$ cat src/rtl/crc_pkg.sv
// Shared types, CAN constants and the single-bit CRC update used by the serial engine.
package crc_pkg;

    typedef enum logic [1:0] {
        ST_IDLE = 2'd0,
        ST_CALC = 2'd1,
        ST_EMIT = 2'd2
    } crc_state_e;

    localparam int unsigned CAN_CRC_W = 15;
    localparam logic [CAN_CRC_W-1:0] CAN_CRC_POLY = 15'h4599;

    // One MSB-first CRC step on a register of 'width' bits (2..32), zero-extended to 32 bits.
    function automatic logic [31:0] crc_step(
        input logic [31:0]  crc,
        input logic         bit_in,
        input logic [31:0]  poly,
        input int unsigned  width
    );
        logic [31:0] mask;
        logic        fb;
        mask = (width >= 32) ? 32'hFFFF_FFFF : ((32'd1 << width) - 32'd1);
        fb   = crc[5'(width - 32'd1)] ^ bit_in;
        return ((crc << 1) ^ (fb ? poly : 32'd0)) & mask;
    endfunction

endpackage

$ cat src/rtl/crc_lfsr_step.sv
// Combinational single-bit CRC register update.
module crc_lfsr_step
    import crc_pkg::*;
#(
    parameter int unsigned         CRC_W = CAN_CRC_W,
    parameter logic [CRC_W-1:0]    POLY  = CRC_W'(CAN_CRC_POLY)
) (
    input  logic [CRC_W-1:0] i_crc,
    input  logic             i_bit,
    output logic [CRC_W-1:0] o_crc_next_c
);

    assign o_crc_next_c = CRC_W'(crc_step(32'(i_crc), i_bit, 32'(POLY), CRC_W));

endmodule

$ cat src/rtl/crc_serial_engine.sv
// Bit-serial CRC engine: absorbs a frame MSB-first, then either shifts the CRC out
// (generate) or absorbs the received CRC field and reports a zero residue (check).
module crc_serial_engine
    import crc_pkg::*;
#(
    parameter int unsigned         CRC_W    = CAN_CRC_W,
    parameter logic [CRC_W-1:0]    POLY     = CRC_W'(CAN_CRC_POLY),
    parameter logic [CRC_W-1:0]    INIT     = '0,
    parameter int unsigned         MAX_BITS = 127,
    localparam int unsigned        CW       = $clog2(MAX_BITS + CRC_W + 1)
) (
    input  logic             i_clock,
    input  logic             i_reset,
    input  logic             i_start,
    input  logic             i_mode,
    input  logic [CW-1:0]    i_num_bits,
    input  logic             i_bit_valid,
    input  logic             i_bit_in,
    input  logic             i_stuff_bit,
    output logic             o_busy,
    output logic             o_crc_tx,
    output logic             o_crc_tx_valid,
    output logic [CRC_W-1:0] o_crc_out,
    output logic             o_done,
    output logic             o_crc_ok
);

    localparam int unsigned      IW      = $clog2(CRC_W);
    localparam logic [IW-1:0]    IDX_TOP = IW'(CRC_W - 1);

    crc_state_e       r_state;
    logic [CRC_W-1:0] r_crc;
    logic [CW-1:0]    r_cnt;
    logic [IW-1:0]    r_idx;
    logic             r_mode;
    logic             r_busy;
    logic             r_done;
    logic             r_ok;
    logic             r_tx;
    logic             r_tx_valid;

    logic [CRC_W-1:0] w_crc_next;
    logic [CW-1:0]    w_start_cnt;
    logic             w_hashed;

    // Check frames also absorb the received CRC field.
    assign w_start_cnt = i_mode ? (i_num_bits + CW'(CRC_W)) : i_num_bits;
    assign w_hashed    = i_bit_valid & ~i_stuff_bit;

    crc_lfsr_step #(
        .CRC_W (CRC_W),
        .POLY  (POLY)
    ) u_step (
        .i_crc        (r_crc),
        .i_bit        (i_bit_in),
        .o_crc_next_c (w_crc_next)
    );

    // Frame FSM; all outputs registered, crc_tx tracks crc[idx] while emitting.
    always_ff @(posedge i_clock) begin
        if (i_reset) begin
            r_state    <= ST_IDLE;
            r_crc      <= INIT;
            r_cnt      <= '0;
            r_idx      <= '0;
            r_mode     <= 1'b0;
            r_busy     <= 1'b0;
            r_done     <= 1'b0;
            r_ok       <= 1'b0;
            r_tx       <= 1'b0;
            r_tx_valid <= 1'b0;
        end else begin
            r_done <= 1'b0;
            case (r_state)
                ST_IDLE: begin
                    if (i_start) begin
                        r_crc  <= INIT;
                        r_cnt  <= w_start_cnt;
                        r_mode <= i_mode;
                        r_ok   <= 1'b0;
                        if (w_start_cnt != '0) begin
                            r_state <= ST_CALC;
                            r_busy  <= 1'b1;
                        end else if (!i_mode) begin
                            r_state    <= ST_EMIT;
                            r_busy     <= 1'b1;
                            r_idx      <= IDX_TOP;
                            r_tx       <= INIT[CRC_W-1];
                            r_tx_valid <= 1'b1;
                        end else begin
                            r_done <= 1'b1;
                            r_ok   <= (INIT == '0);
                        end
                    end
                end
                ST_CALC: begin
                    if (w_hashed) begin
                        r_crc <= w_crc_next;
                        r_cnt <= r_cnt - CW'(1);
                        if (r_cnt == CW'(1)) begin
                            if (!r_mode) begin
                                r_state    <= ST_EMIT;
                                r_idx      <= IDX_TOP;
                                r_tx       <= w_crc_next[CRC_W-1];
                                r_tx_valid <= 1'b1;
                            end else begin
                                r_state <= ST_IDLE;
                                r_busy  <= 1'b0;
                                r_done  <= 1'b1;
                                r_ok    <= (w_crc_next == '0);
                            end
                        end
                    end
                end
                ST_EMIT: begin
                    if (i_bit_valid) begin
                        if (r_idx == '0) begin
                            r_state    <= ST_IDLE;
                            r_busy     <= 1'b0;
                            r_done     <= 1'b1;
                            r_tx       <= 1'b0;
                            r_tx_valid <= 1'b0;
                        end else begin
                            r_idx <= r_idx - IW'(1);
                            r_tx  <= r_crc[r_idx - IW'(1)];
                        end
                    end
                end
                default: r_state <= ST_IDLE;
            endcase
        end
    end

    assign o_busy         = r_busy;
    assign o_crc_tx       = r_tx;
    assign o_crc_tx_valid = r_tx_valid;
    assign o_crc_out      = r_crc;
    assign o_done         = r_done;
    assign o_crc_ok       = r_ok;

endmodule

$ cat config.mk
export PLATFORM = sky130hd
export DESIGN_NAME = crc_serial_engine
export DESIGN_NICKNAME = d
export VERILOG_FILES = /design/src/rtl/crc_pkg.sv /design/src/rtl/crc_lfsr_step.sv /design/src/rtl/crc_serial_engine.sv
export SDC_FILE = /design/constraint.sdc
export NUM_CORES = 1
export LEC_CHECK = 0
export CAP_MARGIN = 20
export CORE_AREA = 2 2 92 68
export DETAILED_ROUTE_END_ITERATION = 7
export DIE_AREA = 0 0 94 70
export PLACE_DENSITY = 0.7
export SYNTH_ARGS = -nofsm -noshare
export SYNTH_HDL_FRONTEND = slang
export SYNTH_HIERARCHICAL = 1
export SYNTH_SLANG_ARGS = --single-unit
$ cat constraint.sdc
create_clock -name i_clock -period 2.3 [get_ports i_clock]
set_input_delay 0.46 -clock i_clock [delete_from_list [all_inputs] [get_ports i_clock]]
set_output_delay 0.46 -clock i_clock [all_outputs]
set_load 0.005 [all_outputs]
**Yosys cells after proc, flatten, opt, wreduce, memory -nomap -nowiden**

Index checks and enable logic that the tools add are counted.

- Bits in registers: 35
- Output and inout bits: 20

- Magnitude comparators: 1
- Bitwise gates (word level): 4
- Add/subtract/negate cells: 3
- Equal/unequal tests: 14
- Multiplexer cells: 66
- Reduce and logical (&&, ||, !) cells: 14

Operators by type and width:

| cell | count |
|---|---|
| $mux 15 | 3 |
| $mux 1 | 34 |
| $mux 4 | 8 |
| $pmux 15 s2 | 1 |
| $mux 8 | 3 |
| $ne 2x2->1 const B | 10 |
| $reduce_and 9->1 | 2 |
| $mux 2 | 8 |
| $pmux 8 s2 | 1 |
| $reduce_and 8->1 | 2 |
| $logic_not 15->1 | 1 |
| $xor 15x15->15 | 1 |
| $pmux 1 s3 | 4 |
| $pmux 4 s3 | 1 |
| $add 8x4->8 const B | 1 |
| $eq 8x1->1 const B | 1 |
| $reduce_bool 8->1 | 1 |
| $sub 8x1->8 const B | 1 |
| $pmux 2 s3 | 1 |
| $reduce_and 6->1 | 1 |
| $lt 4x5->1 const B | 1 |
| $reduce_and 5->1 | 1 |
| $bmux 1 s4 | 1 |
| $logic_not 4->1 | 1 |
| other kinds (13) | 13 |

**Logic depth before layout (Yosys ltp)**

Gate-level depths: netlist of run 1.

- Depth in word-level cells: 8
- Depth in mapped cells: 10

**By module**

Netlist of run 1, hierarchy kept.

By module, submodules not included:

| module | cells each | times used | area each (um2) | seq. area each (um2) |
|---|---|---|---|---|
| crc_serial_engine | 282 | 1 | 2242.2 | 700.7 |
| crc_lfsr_step | 17 | 1 | 230.2 | 0.0 |

**Worst setup path before layout of run 1**

OpenSTA, ideal clock, no wires.

- Kind: in2reg
- Start: input port i_num_bits[1]
- End: register r_busy (netlist: o_busy)
- Setup time: 0.123 ns
- Data arrival time: 2.274 ns
- Cell stages on the path: 8
- Setup slack: -0.097 ns
- Path buffers: 0
- Cell sequence: inv_1 ha_1 or3b_4 and3_1 a31oi_1 nor3_1 a311oi_2 mux2_1

- Longest elaborated chain between the ends: 6
- Elaborated cells between the ends (all ways): 8
- Classes of those cells: add/sub: 1; eq/ne: 1; mux: 4; reduce/logical: 2

Ends and longest elaborated chain:

| item | line | text |
|---|---|---|
| from (decl) | crc_serial_engine.sv:16 | `input logic [CW-1:0] i_num_bits,` |
| $add 8x4->8 | crc_serial_engine.sv:47 | `assign w_start_cnt = i_mode ? (i_num_bits + CW'(CRC_W)) : i_num_bits;` |
| $mux 8 (*) | crc_serial_engine.sv:47 |  |
| $reduce_bool 8->1 (*) | crc_serial_engine.sv:81 | `if (w_start_cnt != '0) begin` |
| $mux 1 | crc_serial_engine.sv:81 |  |
| $mux 1 | crc_serial_engine.sv:76 | `if (i_start) begin` |
| $pmux 1 s3 | crc_serial_engine.sv:74 | `case (r_state)` |
| to (signal assigned) | crc_serial_engine.sv:67 | `r_busy <= 1'b0;` |
| to (signal assigned) | crc_serial_engine.sv:83 | `r_busy <= 1'b1;` |
| to (signal assigned) | crc_serial_engine.sv:86 | `r_busy <= 1'b1;` |
| to (decl) | crc_serial_engine.sv:36 | `logic r_busy;` |

Mark *: on every way between the ends. The rest lies on a longest branch, timed or not. The select of a mux whose other input is x is not followed.
A chain may end at the register's enable or synchronous reset.

**Final worst setup path of run 1**

- Start: input port i_mode
- End: register r_ok (netlist: o_crc_ok)

- Longest elaborated chain between the ends: 5
- Elaborated cells between the ends (all ways): 6
- Classes of those cells: mux: 5; reduce/logical: 1

Ends and longest elaborated chain:

| item | line | text |
|---|---|---|
| from (decl) | crc_serial_engine.sv:15 | `input logic i_mode,` |
| $mux 8 | crc_serial_engine.sv:47 |  |
| $reduce_bool 8->1 | crc_serial_engine.sv:81 |  |
| $mux 1 (*) | crc_serial_engine.sv:81 |  |
| $mux 1 (*) | crc_serial_engine.sv:76 |  |
| $pmux 1 s2 (*) | crc_serial_engine.sv:74 |  |
| to (signal assigned) | crc_serial_engine.sv:92 | `r_ok <= (INIT == '0);` |
| to (signal assigned) | crc_serial_engine.sv:110 | `r_ok <= (w_crc_next == '0);` |
| to (decl) | crc_serial_engine.sv:38 | `logic r_ok;` |

Marks and branches as above.

==> results.md, run 1 <==
- Die area: about 6600 um^2
- Boundary Pins: 35
- Biggest cell delay along the critical path: about 0.44 ns
- Slew margin rel.: 0.676
- Area grow syn2layout: 30.2%
- Clock sinks: 35
- Commonest non-fill, non-tap cells in the layout: nand2_1 (40), buf_4 (40), dfxtp_1 (35)
- RSZ-0062 raised after global routing: yes
- Final #Nets: between 300 and 400
- Main synth FF type: dfxtp_1
- CORE AREA: ~6000 um^2
- Slew @ Worst Pin: roughly 0.49 ns
- Gr usage total: 0.203
- Final Hold Fails: 0
- Clk_lat worst skew: between 0.2 and 0.3 ns
- Reg-to-reg endpoint: o_busy
- Critical path destination: o_crc_ok
- Leak: between 1 and 1.5 nW
- Share of the clock period used by the worst path: 0.981
- Critical path's slowest cell: clkdlybuf4s50_1
- CTS max path bufs: 2
- Pins Over Slew Limit: 0
- Worst vdd ir: 533 uV
- Clock Skew: ~0.0091 ns
- DP HPWL: ~4700 um
- FF-to-FF Start: r_cnt[2]
- Initial Utilization: 0.422
- Crit path DAT: approximately 2.5 ns
- Clock power share: 0.132
- CTS Hold Bufs: 0
- Asr flop ratio synth: 0
- # setup viols final: 0
- Setup tns final: 0 ns
- Post-synthesis cell type count: 62
- Critical path class: in2reg
- Worst setup EP type: register
- Mean Syn Cell Area: 8.27 um^2
- Comb power frac: 0.603
- Share of cells above drive strength 1: 0.214
- Vias in the first global route: around 2300
- Sequential fraction of the synthesis area: 0.283
- Reg clk slew, reported paths: roughly 0.070 ns
- CTS Buf Count: 5
- Hold Slack: slightly below 0.5 ns
- Worst-path fanout max: 5
- Startpoint Class: primary input
- PortBufs: 34
- # DRC: 0
- Via count: 2377
- Post-DR wirelength/cell: 14.5 um
- CTS tree: yes
- Status: finished clean
- Sw power: approximately 1.5 mW
- Net Sw Frac: 0.439
- Cells after Synth: between 200 and 300
- Tmin final: ~2.3 ns
- Post-route ant nets: 0
- Routed vias/inst: roughly 5.5
- Die X: about 94 um
- Worst min path class: reg2reg
- PwrDens: ~1000 nW/um^2
- Rows: 24
- Critical Path, Cell by Cell: clkdlybuf4s50_1 > buf_4 > nor4_2 > a41o_1 > nand3_2 > or3_4 > o311a_1 > nor2_1
- Utilization after layout: 0.550
- Maxcap violations: 0
- Flop pwr share: 0.266
- Worst R2R Setup Slack: ~0.1 ns
- WL final: about 6300 um
- GPL Wtd Cong: 0.839
- Initial antenna violation count: 0
- Chip height: ~70 um
- Warnings, synthesis: 6
- Count of state elements after synthesis: 35
- First-pass GRT wire length: 10800 um
- DRT Pass-1 Iters: 4
- Filler Cell Count: 550
- Max Freq: between 0.4 and 0.5 GHz
- Dpl cells: between 400 and 500
- Worst r2r path cells: 6
- Worst Path Required: 2.52 ns
- Net Count, Synth: ~320
- Final worst slack: approximately 0.043 ns
- Final cell count without fillers: approximately 430
- # diodes: 0
- Clk root buf: clkbuf_8
- Total grt overflow: 0
- Post-place setup slack: -0.677 ns
- Synthesized area: 2470 um^2
- H-Tree Level Count: 2
- Post-synth EDFFs: 0
- Cell Int Power: between 1.5 and 2 mW
- Largest net degree at the start of global routing: 29
- Iter 0 DRT Violations: 120
- Crit path from: i_mode
## power groups by stage
stage | clock network, mW | logic [mW] | registers (mW)
final | 0.442 | 2.02 | 0.892
after CTS | 0.450 | 2.00 | 0.889
after global routing | 0.481 | 2.24 | 0.917
after detailed placement | 0 | 1.99 | 0.902
after floorplan | 0 | 1.35 | 0.868
after global placement | 0 | 1.95 | 0.895
## layout make-up
class | count | area (um^2) | share of cell area
Clock buffer | 7 | 76.3 | 0.0237
Multi-Input combinational cell | 219 | 1620 | 0.502
Tap cell | 78 | 97.6 | 0.0303
Inverter | 18 | 67.6 | 0.0210
Clock inverter | 1 | 5.00 | 0.00156
Timing Repair Buffer | 75 | 654 | 0.203
Sequential cell | 35 | 701 | 0.218
## stage by stage
stage               area (um^2)  power [mW]
finish                     3220        3.36
global route               3220        3.64
CTS                        3190        3.34
detailed placement         3070        2.89
global placement           3070        2.85
floorplan                  2490        2.22
## cells in the mapped netlist, types with 4 or more instances
cell	number	share of area
xor2_1	7	0.025
dfxtp_1	35	0.28
nor4_1	7	0.018
xor3_1	6	0.058
or3_1	5	0.013
ha_1	8	0.040
inv_1	17	0.026
clkbuf_1	13	0.020
nand3_1	20	0.040
buf_4	9	0.027
nand2_1	40	0.061
nor3_1	6	0.012
o21ai_0	8	0.016
o21ai_1	4	0.0081
nor2_1	8	0.012
a21oi_1	34	0.069
nand2b_1	4	0.010
## how the worst min path moves through the flow
stage / startpoint / end / slack (ns) / cells past startpoint
floorplan: r_cnt[6] / r_cnt[6] / 0.44 / 2
global placement: r_cnt[6] / r_cnt[6] / 0.46 / 2
detailed placement: r_cnt[6] / r_cnt[6] / 0.48 / 2
CTS: r_cnt[6] / r_cnt[6] / 0.49 / 2
global route: r_cnt[6] / r_cnt[6] / 0.51 / 2
finish: r_cnt[6] / r_cnt[6] / 0.49 / 2
## flip-flops by register name, summed over array words and instances, names as in the netlist
signal / count
o_crc_ok: 1
o_crc_tx_valid: 1
o_done: 1
o_crc_out: 15
r_idx: 4
o_busy: 1
r_mode: 1
r_cnt: 8
r_state: 2
o_crc_tx: 1
## worst max-delay path, delay by kind of cell
kind	cells	cell delay [ns]
AND/OR/NAND/NOR	4	0.91
buffers and inverters	2	0.61
AO/OA/AOI/OAI	2	0.50
## cell families (layout without fill, tap and decap cells)
group | after synthesis | count (layout) | synth area share
multiplexers | 7 | 7 | 0.0445
XOR/XNOR | 16 | 16 | 0.0931
AO/OA/AOI/OAI | 79 | 79 | 0.223
flip-flops | 35 | 35 | 0.283
AND/OR/NAND/NOR | 109 | 109 | 0.225
adder cells (fa/ha/maj) | 8 | 8 | 0.0405
buffers and inverters | 45 | 101 | 0.0911
## metal layers
metal	global-route usage	routed length, um	up-vias	share of wire
met5	0	0	-	0
met4	0.0403	55	0	0.0087
met3	0.0388	326	7	0.052
met2	0.313	2870	60	0.46
met1	0.298	3040	1124	0.48
li1	-	-	1186	-
## repair_timing
action | in CTS | in global routing
endpoints found under the setup margin | 11 | 5
pin swaps | 7 | 4
resized for setup | 16 | 3
buffers inserted | 2 | 1
endpoints found under the hold margin | 0 | 0
No activity file was read; power rests on OpenSTA's default activity.
==> run 2: changes to the inputs <==
ABC_CLOCK_PERIOD_IN_PS = 2300   (was not set)
CORE_AREA = 2 2 88 64   (was 2 2 92 68)
DIE_AREA = 0 0 90 66   (was 0 0 94 70)
PLACE_DENSITY = 0.76   (was 0.7)
RECOVER_POWER = 100   (was not set)
==> results.md, run 2 (synthesis results as in run 1) <==
- Clock sinks: 35
- Pins Over Slew Limit: 0
- Final cell count without fillers: roughly 420
- Post-place setup slack: -0.694 ns
- WL final: 6170 um
- Max FFs per register: 15
- Area grow syn2layout: 28.2%
- Vias in the first global route: about 2200
- Final #Nets: between 300 and 400
- Hold Slack: about 0.47 ns
- Final Hold Fails: 0
- Dpl cells: between 400 and 500
- Initial antenna violation count: 0
- Total grt overflow: 0
- Share of the clock period used by the worst path: 0.981
- # DRC: 0
- # diodes: 0
- Die area: 5940 um^2
- Worst Path Required: about 2.5 ns
- CTS Buf Count: 5
- Worst-path fanout max: 5
- Die X: 90 um
- Chip height: about 66 um
- Leading cell type in the layout, fill and taps excluded: nand2_1
- Final Cell Area: between 3000 and 4000 um^2
- Reg clk slew, reported paths: around 0.080 ns
- Tmin final: 2.26 ns
- # setup viols final: 0
- PortBufs: 34
- Iter 0 DRT Violations: about 160
- Slew @ Worst Pin: approximately 0.52 ns
- Clock Skew: just under 0.01 ns
- CTS tree: yes
- Initial Utilization: 0.483
- Worst setup EP type: register
- PwrDens: roughly 1100 nW/um^2
- Commonest non-fill, non-tap cells in the layout: nand2_1 (40), dfxtp_1 (35), a21oi_1 (34)
- Clk root buf: clkbuf_8
- Status: finished clean
- Final worst slack: 0.0432 ns
- Slew margin rel.: 0.650
- GPL Wtd Cong: slightly above 0.8
- Gr usage total: 0.222
- Rows: 22
- CORE AREA: 5120 um^2
- Post-route ant nets: 0
- Post-DR wirelength/cell: ~15 um
- Worst min path class: reg2reg
- Worst vdd ir: around 590 uV
- Routed vias/inst: between 5 and 6
- Startpoint Class: register
- Max Freq: between 0.4 and 0.5 GHz
- CTS max path bufs: 2
- Crit path DAT: between 2 and 2.5 ns
- Boundary Pins: 35
- Critical path class: reg2reg
- First-pass GRT wire length: roughly 11000 um
- DP HPWL: between 4000 and 5000 um
- H-Tree Level Count: 2
- Maxcap violations: 0
- Placed instance area: between 3000 and 4000 um^2
- Utilization after layout: 0.619
- Clk_lat worst skew: roughly 0.30 ns
- Leak: between 1 and 1.5 nW
- Via count: approximately 2400
- Worst R2R Setup Slack: roughly 0.043 ns
- Largest net degree at the start of global routing: 35
- RSZ-0062 raised after global routing: no
- Share of cells above drive strength 1: 0.202
- DRT Pass-1 Iters: 4
-- run 2: changes by cell type in the layout (fill, tap and decap cells not counted), moves of 2 or more --
cell,change
clkdlybuf4s50_1,-20
clkinvlp_4,+2
dlygate4sd3_1,+19
buf_4,-7
clkbuf_2,+2
-- run 2: repair_timing --
action / 4_1_cts / 5_1_grt
endpoints found under the setup margin: 11 / 8
pin swaps: 9 / 4
buffers inserted: 2 / 0
hold buffers: 0 / 0
resized for setup: 17 / 2
-- run 2: final cells by class --
cell class | count | area, um^2
clock buffers | 5 | 68.8
clock inverters | 3 | 20.0
well taps | 72 | 90.1
inverters | 18 | 67.6
repair buffers | 71 | 613
multi-input cells | 219 | 1610
fillers | 464 | 1950
flip-flops and latches | 35 | 701
-- run 2: stage by stage --
| step | total power, mW | setup TNS, ns |
|---|---|---|
| 4_1_cts | 3.35 | 0 |
| 3_3_place_gp | 2.83 | -5.19 |
| 6_report | 3.33 | 0 |
| 2_1_floorplan | 2.22 | -0.00193 |
| 3_5_place_dp | 2.88 | -6.32 |
| 5_1_grt | 3.61 | 0 |
-- run 2: routing by layer --
layer / up-vias / track usage / share of wire
li1: 1174 / - / -
met1: 1086 / 0.319 / 0.49
met2: 83 / 0.332 / 0.44
met3: 9 / 0.0468 / 0.060
met4: 0 / 0.0769 / 0.014
met5: - / 0 / 0
-- run 2: path summary, 6_finish.rpt --
check	to	start	cells past startpoint
worst max register to register	o_busy	r_cnt[2]	6
worst min-delay path	r_cnt[6]	r_cnt[6]	2
worst min register to register	r_cnt[6]	r_cnt[6]	2
worst max-delay path	o_busy	r_cnt[2]	6
-- run 2: critical path, cell delays in order (launching register included) --
cell and delay [ns]:
dfxtp_1 0.35, or3_1 0.45, o41ai_4 0.42, and3_2 0.27
o21ai_2 0.07, a311oi_2 0.26, mux2_1 0.34
-- run 2: report_power, final --
group | internal [mW] | switching (mW) | leakage (nW)
Combinational | 0.878 | 1.10 | 0.913
Clock | 0.211 | 0.247 | 0.0402
Sequential | 0.755 | 0.136 | 0.285
==> run 3: changes to the inputs <==
--- a/config.mk
+++ b/config.mk
@@ -7,3 +7,2 @@
 export LEC_CHECK = 0
-export ABC_CLOCK_PERIOD_IN_PS = 2300
 export CAP_MARGIN = 20
--- a/constraint.sdc
+++ b/constraint.sdc
@@ -3,2 +3,2 @@
 set_output_delay 0.46 -clock i_clock [all_outputs]
-set_load 0.005 [all_outputs]
+set_load 0.01 [all_outputs]
==> results of run 3 <==
Same layout as run 2 (identical final DEF). Status: finished clean.
Main changes from that run: total power 3.33 mW -> 3.35 mW
